`src/rtl/pixel_stream_proc.sv`:
```
// pixel_stream_proc: frame-based pixel stream processor.
// Accepts packed multi-channel pixels over valid/ready and applies a per-frame
// operation (pass, invert, grayscale, threshold). Output pixels carry
// start/end-of-line and start/end-of-frame markers. Two pipeline stages share
// a single enable, so a stalled output freezes the whole pipe with no bubbles.
module pixel_stream_proc #(
  parameter int DATA_WIDTH = 8,
  parameter int CHANNELS   = 3,
  parameter int DIM_WIDTH  = 16
) (
  input  logic                           clk,
  input  logic                           reset,
  input  logic [DIM_WIDTH-1:0]           cfg_width,
  input  logic [DIM_WIDTH-1:0]           cfg_height,
  input  logic [1:0]                     cfg_mode,
  input  logic [DATA_WIDTH-1:0]          cfg_threshold,
  input  logic                           start,
  output logic                           busy,
  output logic                           done,
  input  logic                           s_valid,
  output logic                           s_ready,
  input  logic [CHANNELS*DATA_WIDTH-1:0] s_data,
  output logic                           m_valid,
  input  logic                           m_ready,
  output logic [CHANNELS*DATA_WIDTH-1:0] m_data,
  output logic                           m_sof,
  output logic                           m_eof,
  output logic                           m_sol,
  output logic                           m_eol
);

  localparam int PW = CHANNELS * DATA_WIDTH;
  localparam logic [DATA_WIDTH-1:0] MAX = '1;

  typedef enum logic [1:0] {IDLE, RUN, DRAIN} state_t;

  state_t                state_reg;
  logic [DIM_WIDTH-1:0]  width_reg, height_reg;
  logic [DIM_WIDTH-1:0]  col_reg, line_reg;
  logic [1:0]            mode_reg;
  logic [DATA_WIDTH-1:0] thr_reg;
  logic                  busy_reg, done_reg;

  // Stage 1: raw pixel, its gray level and the markers
  logic                  s1_valid_reg;
  logic [PW-1:0]         s1_data_reg;
  logic [DATA_WIDTH-1:0] s1_gray_reg;
  logic                  s1_sof_reg, s1_eof_reg, s1_sol_reg, s1_eol_reg;

  // Stage 2: output registers
  logic                  m_valid_reg;
  logic [PW-1:0]         m_data_reg;
  logic                  m_sof_reg, m_eof_reg, m_sol_reg, m_eol_reg;

  logic                  en, accept, out_hs;
  logic                  col_last, line_last;
  logic [DATA_WIDTH-1:0] gray_next;
  logic [PW-1:0]         out_next;
  logic                  thr_hit;

  assign en        = !m_valid_reg || m_ready;
  assign s_ready   = (state_reg == RUN) && en;
  assign accept    = s_valid && s_ready;
  assign out_hs    = m_valid_reg && m_ready;
  assign col_last  = (col_reg == width_reg - DIM_WIDTH'(1));
  assign line_last = (line_reg == height_reg - DIM_WIDTH'(1));
  assign thr_hit   = (s1_gray_reg >= thr_reg);

  assign busy    = busy_reg;
  assign done    = done_reg;
  assign m_valid = m_valid_reg;
  assign m_data  = m_data_reg;
  assign m_sof   = m_sof_reg;
  assign m_eof   = m_eof_reg;
  assign m_sol   = m_sol_reg;
  assign m_eol   = m_eol_reg;

  // Gray level: (c0 + 2*c1 + c2) / 4, falling back to c0 for 1- or 2-channel pixels
  generate
    if (CHANNELS >= 3) begin : g_gray3
      logic [DATA_WIDTH+1:0] gray_sum;
      assign gray_sum = {2'b00, s_data[0 +: DATA_WIDTH]}
                      + {1'b0, s_data[DATA_WIDTH +: DATA_WIDTH], 1'b0}
                      + {2'b00, s_data[2*DATA_WIDTH +: DATA_WIDTH]};
      assign gray_next = gray_sum[DATA_WIDTH+1:2];
    end else begin : g_gray1
      assign gray_next = s_data[0 +: DATA_WIDTH];
    end
  endgenerate

  // Per-channel output operation; an alpha channel (index 3) is never modified
  genvar gi;
  generate
    for (gi = 0; gi < CHANNELS; gi++) begin : g_ch
      logic [DATA_WIDTH-1:0] ch_val, res_val;
      assign ch_val = s1_data_reg[gi*DATA_WIDTH +: DATA_WIDTH];
      if (gi == 3) begin : g_alpha
        assign res_val = ch_val;
      end else begin : g_color
        // Select the channel result according to the latched frame mode
        always_comb begin
          res_val = ch_val;
          case (mode_reg)
            2'd1:    res_val = MAX - ch_val;
            2'd2:    res_val = s1_gray_reg;
            2'd3:    res_val = thr_hit ? MAX : '0;
            default: res_val = ch_val;
          endcase
        end
      end
      assign out_next[gi*DATA_WIDTH +: DATA_WIDTH] = res_val;
    end
  endgenerate

  // Frame control FSM: configuration latch, position counters, busy/done
  always_ff @(posedge clk or posedge reset) begin
    if (reset) begin
      state_reg  <= IDLE;
      width_reg  <= '0;
      height_reg <= '0;
      mode_reg   <= '0;
      thr_reg    <= '0;
      col_reg    <= '0;
      line_reg   <= '0;
      busy_reg   <= 1'b0;
      done_reg   <= 1'b0;
    end else begin
      done_reg <= 1'b0;
      case (state_reg)
        IDLE: begin
          if (start) begin
            width_reg  <= cfg_width;
            height_reg <= cfg_height;
            mode_reg   <= cfg_mode;
            thr_reg    <= cfg_threshold;
            col_reg    <= '0;
            line_reg   <= '0;
            if (cfg_width == '0 || cfg_height == '0) begin
              done_reg <= 1'b1;
            end else begin
              state_reg <= RUN;
              busy_reg  <= 1'b1;
            end
          end
        end
        RUN: begin
          if (accept) begin
            if (col_last) begin
              col_reg  <= '0;
              line_reg <= line_reg + DIM_WIDTH'(1);
              if (line_last) state_reg <= DRAIN;
            end else begin
              col_reg <= col_reg + DIM_WIDTH'(1);
            end
          end
        end
        DRAIN: begin
          if (out_hs && m_eof_reg) begin
            done_reg  <= 1'b1;
            busy_reg  <= 1'b0;
            state_reg <= IDLE;
          end
        end
        default: state_reg <= IDLE;
      endcase
    end
  end

  // Two-stage datapath; both stages advance together on en
  always_ff @(posedge clk or posedge reset) begin
    if (reset) begin
      s1_valid_reg <= 1'b0;
      s1_data_reg  <= '0;
      s1_gray_reg  <= '0;
      s1_sof_reg   <= 1'b0;
      s1_eof_reg   <= 1'b0;
      s1_sol_reg   <= 1'b0;
      s1_eol_reg   <= 1'b0;
      m_valid_reg  <= 1'b0;
      m_data_reg   <= '0;
      m_sof_reg    <= 1'b0;
      m_eof_reg    <= 1'b0;
      m_sol_reg    <= 1'b0;
      m_eol_reg    <= 1'b0;
    end else if (en) begin
      s1_valid_reg <= accept;
      s1_data_reg  <= s_data;
      s1_gray_reg  <= gray_next;
      s1_sof_reg   <= accept && (col_reg == '0) && (line_reg == '0);
      s1_eof_reg   <= accept && col_last && line_last;
      s1_sol_reg   <= accept && (col_reg == '0);
      s1_eol_reg   <= accept && col_last;
      m_valid_reg  <= s1_valid_reg;
      m_data_reg   <= out_next;
      m_sof_reg    <= s1_sof_reg;
      m_eof_reg    <= s1_eof_reg;
      m_sol_reg    <= s1_sol_reg;
      m_eol_reg    <= s1_eol_reg;
    end
  end

endmodule

```
`config.mk`:
```
export PLATFORM = sky130hd
export DESIGN_NAME = pixel_stream_proc
export DESIGN_NICKNAME = d
export VERILOG_FILES = /design/src/rtl/pixel_stream_proc.sv
export SDC_FILE = /design/constraint.sdc
export NUM_CORES = 1
export LEC_CHECK = 0
export CAP_MARGIN = 20
export CORE_MARGIN = 8
export CORE_UTILIZATION = 25
export CTS_CLUSTER_SIZE = 14
export DETAILED_ROUTE_END_ITERATION = 12
export GPL_TIMING_DRIVEN = 0
export PLACE_DENSITY = 0.45
export SLEW_MARGIN = 15
export SYNTH_ARGS = -nofsm -noshare
export SYNTH_HDL_FRONTEND = slang
export SYNTH_SLANG_ARGS = --single-unit
```
`constraint.sdc`:
```
create_clock -name clk -period 16.6 [get_ports clk]
set_input_delay 4.98 -clock clk [delete_from_list [all_inputs] [get_ports clk]]
set_output_delay 4.98 -clock clk [all_outputs]
set_load 0.02 [all_outputs]
```
==> summary.md <==
The flow ran to the end, and the final reports show no timing, DRC or antenna violations. The worst-case IR drop observed on VDD is 0.00007858 V. The tools report the largest clock skew in the final design as 0.01550 ns. TritonCTS built the clock tree.

The area added between synthesis and finish is 27.18%, and the total congestion overflow is 0. Clock-pin slew was measured on the worst setup and hold paths at 0.07 ns. In this design, the largest share of critical-path delay is due to buffers and inverters. The final layout contains 1,190 nets. The summed instance area of the synthesized netlist is 8189 µm², and the count of cells along the worst register-to-register path is 11. Most repeated library cell on the critical path: clkdlybuf4s50_1. The floorplan step set the die width to 197.0 µm. The highest achievable clock rate came out at 83.49 MHz. For the number of failing setup endpoints in the final timing report, the log shows 0. The first global-routing pass estimated 42,900 µm of wire. The share of the yosys chip area belonging to registers was 0.4400; the mean instance size in the synthesized netlist was 8.460 µm².

The starting utilization of the core area is 0.2530, and the worst slack at placement is 4.628 ns. Entering global routing, the biggest net connects 75 pins. Power spread over the standard cell area amounts to 120.5 nW/µm².

The worst min-delay path category is reg -> reg. Top flip-flop cell by instance count after synthesis: dfrtp_1. Signal routing reaches up to met4.

The critical path ends at s_ready. I/O pin count: 103. The number of failing hold endpoints at the final stage was 0.

At the pin with the least slew margin, the transition time is 0.8501 ns. Setup repair after global routing left no endpoint under its margin. The floorplan step defined a core boundary enclosing 32,370 µm².

Setup total negative slack on the finished layout was measured at 0 ns. The number of nets produced by synthesis was 1,068; the routed wire length was 27,280 µm. The number of buffers inserted by hold repair at cts came out at 0. The worst relative slew slack was 0.4281. The die covers 38,800 µm². After synthesis the netlist holds a flip-flop and latch count of 144. The logs give 144 for the total number of clock tree sinks and 17 for the total clock buffers created by CTS.

CTS placed an instance of clkbuf_16 at the clock tree root. The vias per cell came out at 4.769. The detail-routed net length per standard cell is 17.64 µm. On the critical path, the stage with the largest delay is an instance of clkdlybuf4s50_1.

The H-tree generated during clock tree synthesis spans 4 levels. Counting both buffers and inverters, the worst setup path holds a total of 3. In the post-route analysis, the smallest setup slack over all paths is 4.623 ns. The critical path class was in -> out.

The die boundary height was 197.0 µm. The first detailed-routing pass took 5 iterations. Along the worst path, the maximum fanout reaches 9. STA classifies the critical path endpoint as an output port.

The register-to-register setup slack is 12.51 ns. The logs give 0 for the DRC violations left and 2 for the number of buffers between clock root and the deepest sink. For the overall power after layout, the log shows 1.255 mW. The critical path goes through clkdlybuf4s50_1 -> nor2b_1 -> clkbuf_1 -> nor2_1 -> clkdlybuf4s50_1. For this run, the number of Yosys warnings is 0. The analysis attributes to cell leakage a power of 4.523 nW.

The number of port buffers works out to 102. After synthesis, the netlist uses 54 different library cells. After detailed routing, the met3 layer carries 1190 µm of wire. The overall routing resource usage is 0.1418. The number of global-route vias before repair is 7,367, and the fraction of final layout cells sized beyond drive strength 1 is 0.06528. The share of synthesized registers carrying an async set or reset came out at 1.000. Total number of vias: 7,373.

Once detailed placement completed, the half-perimeter wirelength came to 20,430 µm. At the worst endpoint, the required time is 11.62 ns. The maximum single-stage delay on the critical path was 0.69 ns; the count of max-cap constraint violations was 0.

Clock latency on the worst-skew pair, taken at its later pin, is 0.43 ns. For the routability-driven placement congestion ratio, the log shows 0.8213. After detailed routing, the wire length on met1 is 12,990 µm. The logs give 968 for the number of cells produced by synthesis and 521 for the initial detailed-routing violation count. The endpoint identified for the worst register-to-register timing path is line_reg[1].

The number of synthesized flops with an enable pin works out to 0. Post-route fraction of the period consumed by the critical path: 0.7215. In this run, post-CTS repair resized a total of 0 instances. In this run the core area contains 66 standard-cell rows. The beginning of the worst register-to-register path is width_reg[0].

Final critical delay including setup and external delays: 11.98 ns. The initial antenna violation count was 1. Routed wire length on met2: 12,670 µm. For the final antenna-violating net count, the log shows 0. The logs give 0 for the final max-slew violation count and 0 for the buffer count from post-CTS setup fixing.

Tracing the worst setup path back leads to its startpoint at m_ready. The type of element launching the critical path was an input pin. At the worst endpoint, the arrival time is 7.00 ns. Number of gates on the worst path with buffers counted: 5.
per-stage QoR:
step | area [µm²] | cells | hold slack, ns | util
floorplan | 8189 | 968 | 0.4346 | -
global placement | 9763 | 1512 | 0.4456 | 0.3016
detailed placement | 9798 | 1513 | 0.4560 | 0.3027
CTS | 10410 | 1545 | 0.4664 | 0.3217
global route | 10420 | 1546 | 0.4951 | 0.3217
finish | 10420 | 1546 | 0.4627 | 0.3217
worst min path at each step:
stage,startpoint,end,cells past startpoint
finish,s1_valid_reg,m_valid,1
global route,s1_eol_reg,m_eol,2
CTS,s1_valid_reg,m_valid,1
detailed placement,s1_valid_reg,s1_valid_reg,2
global placement,s1_valid_reg,m_valid,1
floorplan,s1_valid_reg,m_valid,1
per-layer routing:
| metal | up-vias | GRT usage |
|---|---|---|
| met2 | 178 | 0.2254 |
| met5 | - | 0 |
| met3 | 29 | 0.02797 |
| met1 | 3569 | 0.1927 |
| li1 | 3597 | - |
| met4 | 0 | 0.04152 |
cell families after synthesis:
logic type      after synthesis  synth area share
mux                           6          0.007334
flops                       144            0.4400
buf+inv                      89           0.04202
xor+xnor                     53           0.05669
compound gates              184            0.1444
fa+ha+maj                    29           0.05164
simple gates                463            0.2579
cells in the mapped netlist (4+ instances only):
library cell    n  area, µm²
nor3_1         13      65.06
nand2b_1        7      43.79
and3_1         13      81.33
a31o_2         25      219.0
nand3_1        22      110.1
o21ai_0        61      305.3
fa_1            8      160.2
o211ai_1        4      30.03
or4b_1          4      40.04
nand4_1        12      75.07
inv_1          36      135.1
nand2_1       241      904.6
o41ai_1         4      35.03
a21o_1          6      45.04
a21oi_1        31      155.2
ha_1           21      262.8
mux2i_1         6      60.06
or4_1          13      97.59
nor4_1         20      125.1
nor2_1         82      307.8
or3b_2          5      43.79
xor2_1         20      175.2
xnor2_1        33      289.0
or3_1          14      87.58
o31ai_1         6      45.04
clkbuf_1       47      176.4
nor2b_1         4      25.02
a31oi_1        27      168.9
dfrtp_1       144       3603
where the power goes:
group | leakage [nW] | switching, mW | total, mW | internal [mW]
clock | 0.298 | 0.188 | 0.393 | 0.205
combinational | 2.41 | 0.212 | 0.388 | 0.176
sequential | 1.82 | 0.0588 | 0.474 | 0.416
final cells by class:
cell class              instances  area (µm²)
diodes                          1       2.502
plain buffers                  53       209.0
clock buffers                  17       425.4
clock inverters                15       188.9
fillers                      3486       21960
inverters                      36       142.6
multi-input cells             735        4242
flip-flops and latches        144        3603
well taps                     442       553.0
repair buffers                103        1049
cell usage in the layout, fill, tap and decap left out, types with 8 or more instances in the layout:
| cell type | synthesis | layout |
|---|---|---|
| clkdlybuf4s50_1 | 0 | 102 |
| a31o_2 | 25 | 25 |
| o21ai_0 | 61 | 61 |
| xor2_1 | 20 | 20 |
| or3_1 | 14 | 14 |
| dfrtp_1 | 144 | 144 |
| ha_1 | 21 | 21 |
| xnor2_1 | 33 | 33 |
| a31oi_1 | 27 | 27 |
| nand3_1 | 22 | 22 |
| nand4_1 | 12 | 12 |
| clkbuf_1 | 47 | 47 |
| and3_1 | 13 | 13 |
| inv_1 | 36 | 35 |
| fa_1 | 8 | 8 |
| nor4_1 | 20 | 20 |
| nor2_1 | 82 | 82 |
| or4_1 | 13 | 13 |
| a21oi_1 | 31 | 31 |
| nand2_1 | 241 | 241 |
| clkbuf_16 | 0 | 17 |
| nor3_1 | 13 | 13 |
worst reg2reg max path, stage by stage, from the launching register on:
cell and delay (ns):
dfrtp_1 0.45, or4_1 0.53, buf_2 0.19, or4_4 0.52, a2111oi_4 0.39, nand2b_1 0.09
or4b_1 0.50, o31a_1 0.36, clkbuf_1 0.29, clkbuf_1 0.32, o21ai_0 0.23, o41ai_1 0.09
Power figures use the tool's default switching activity.
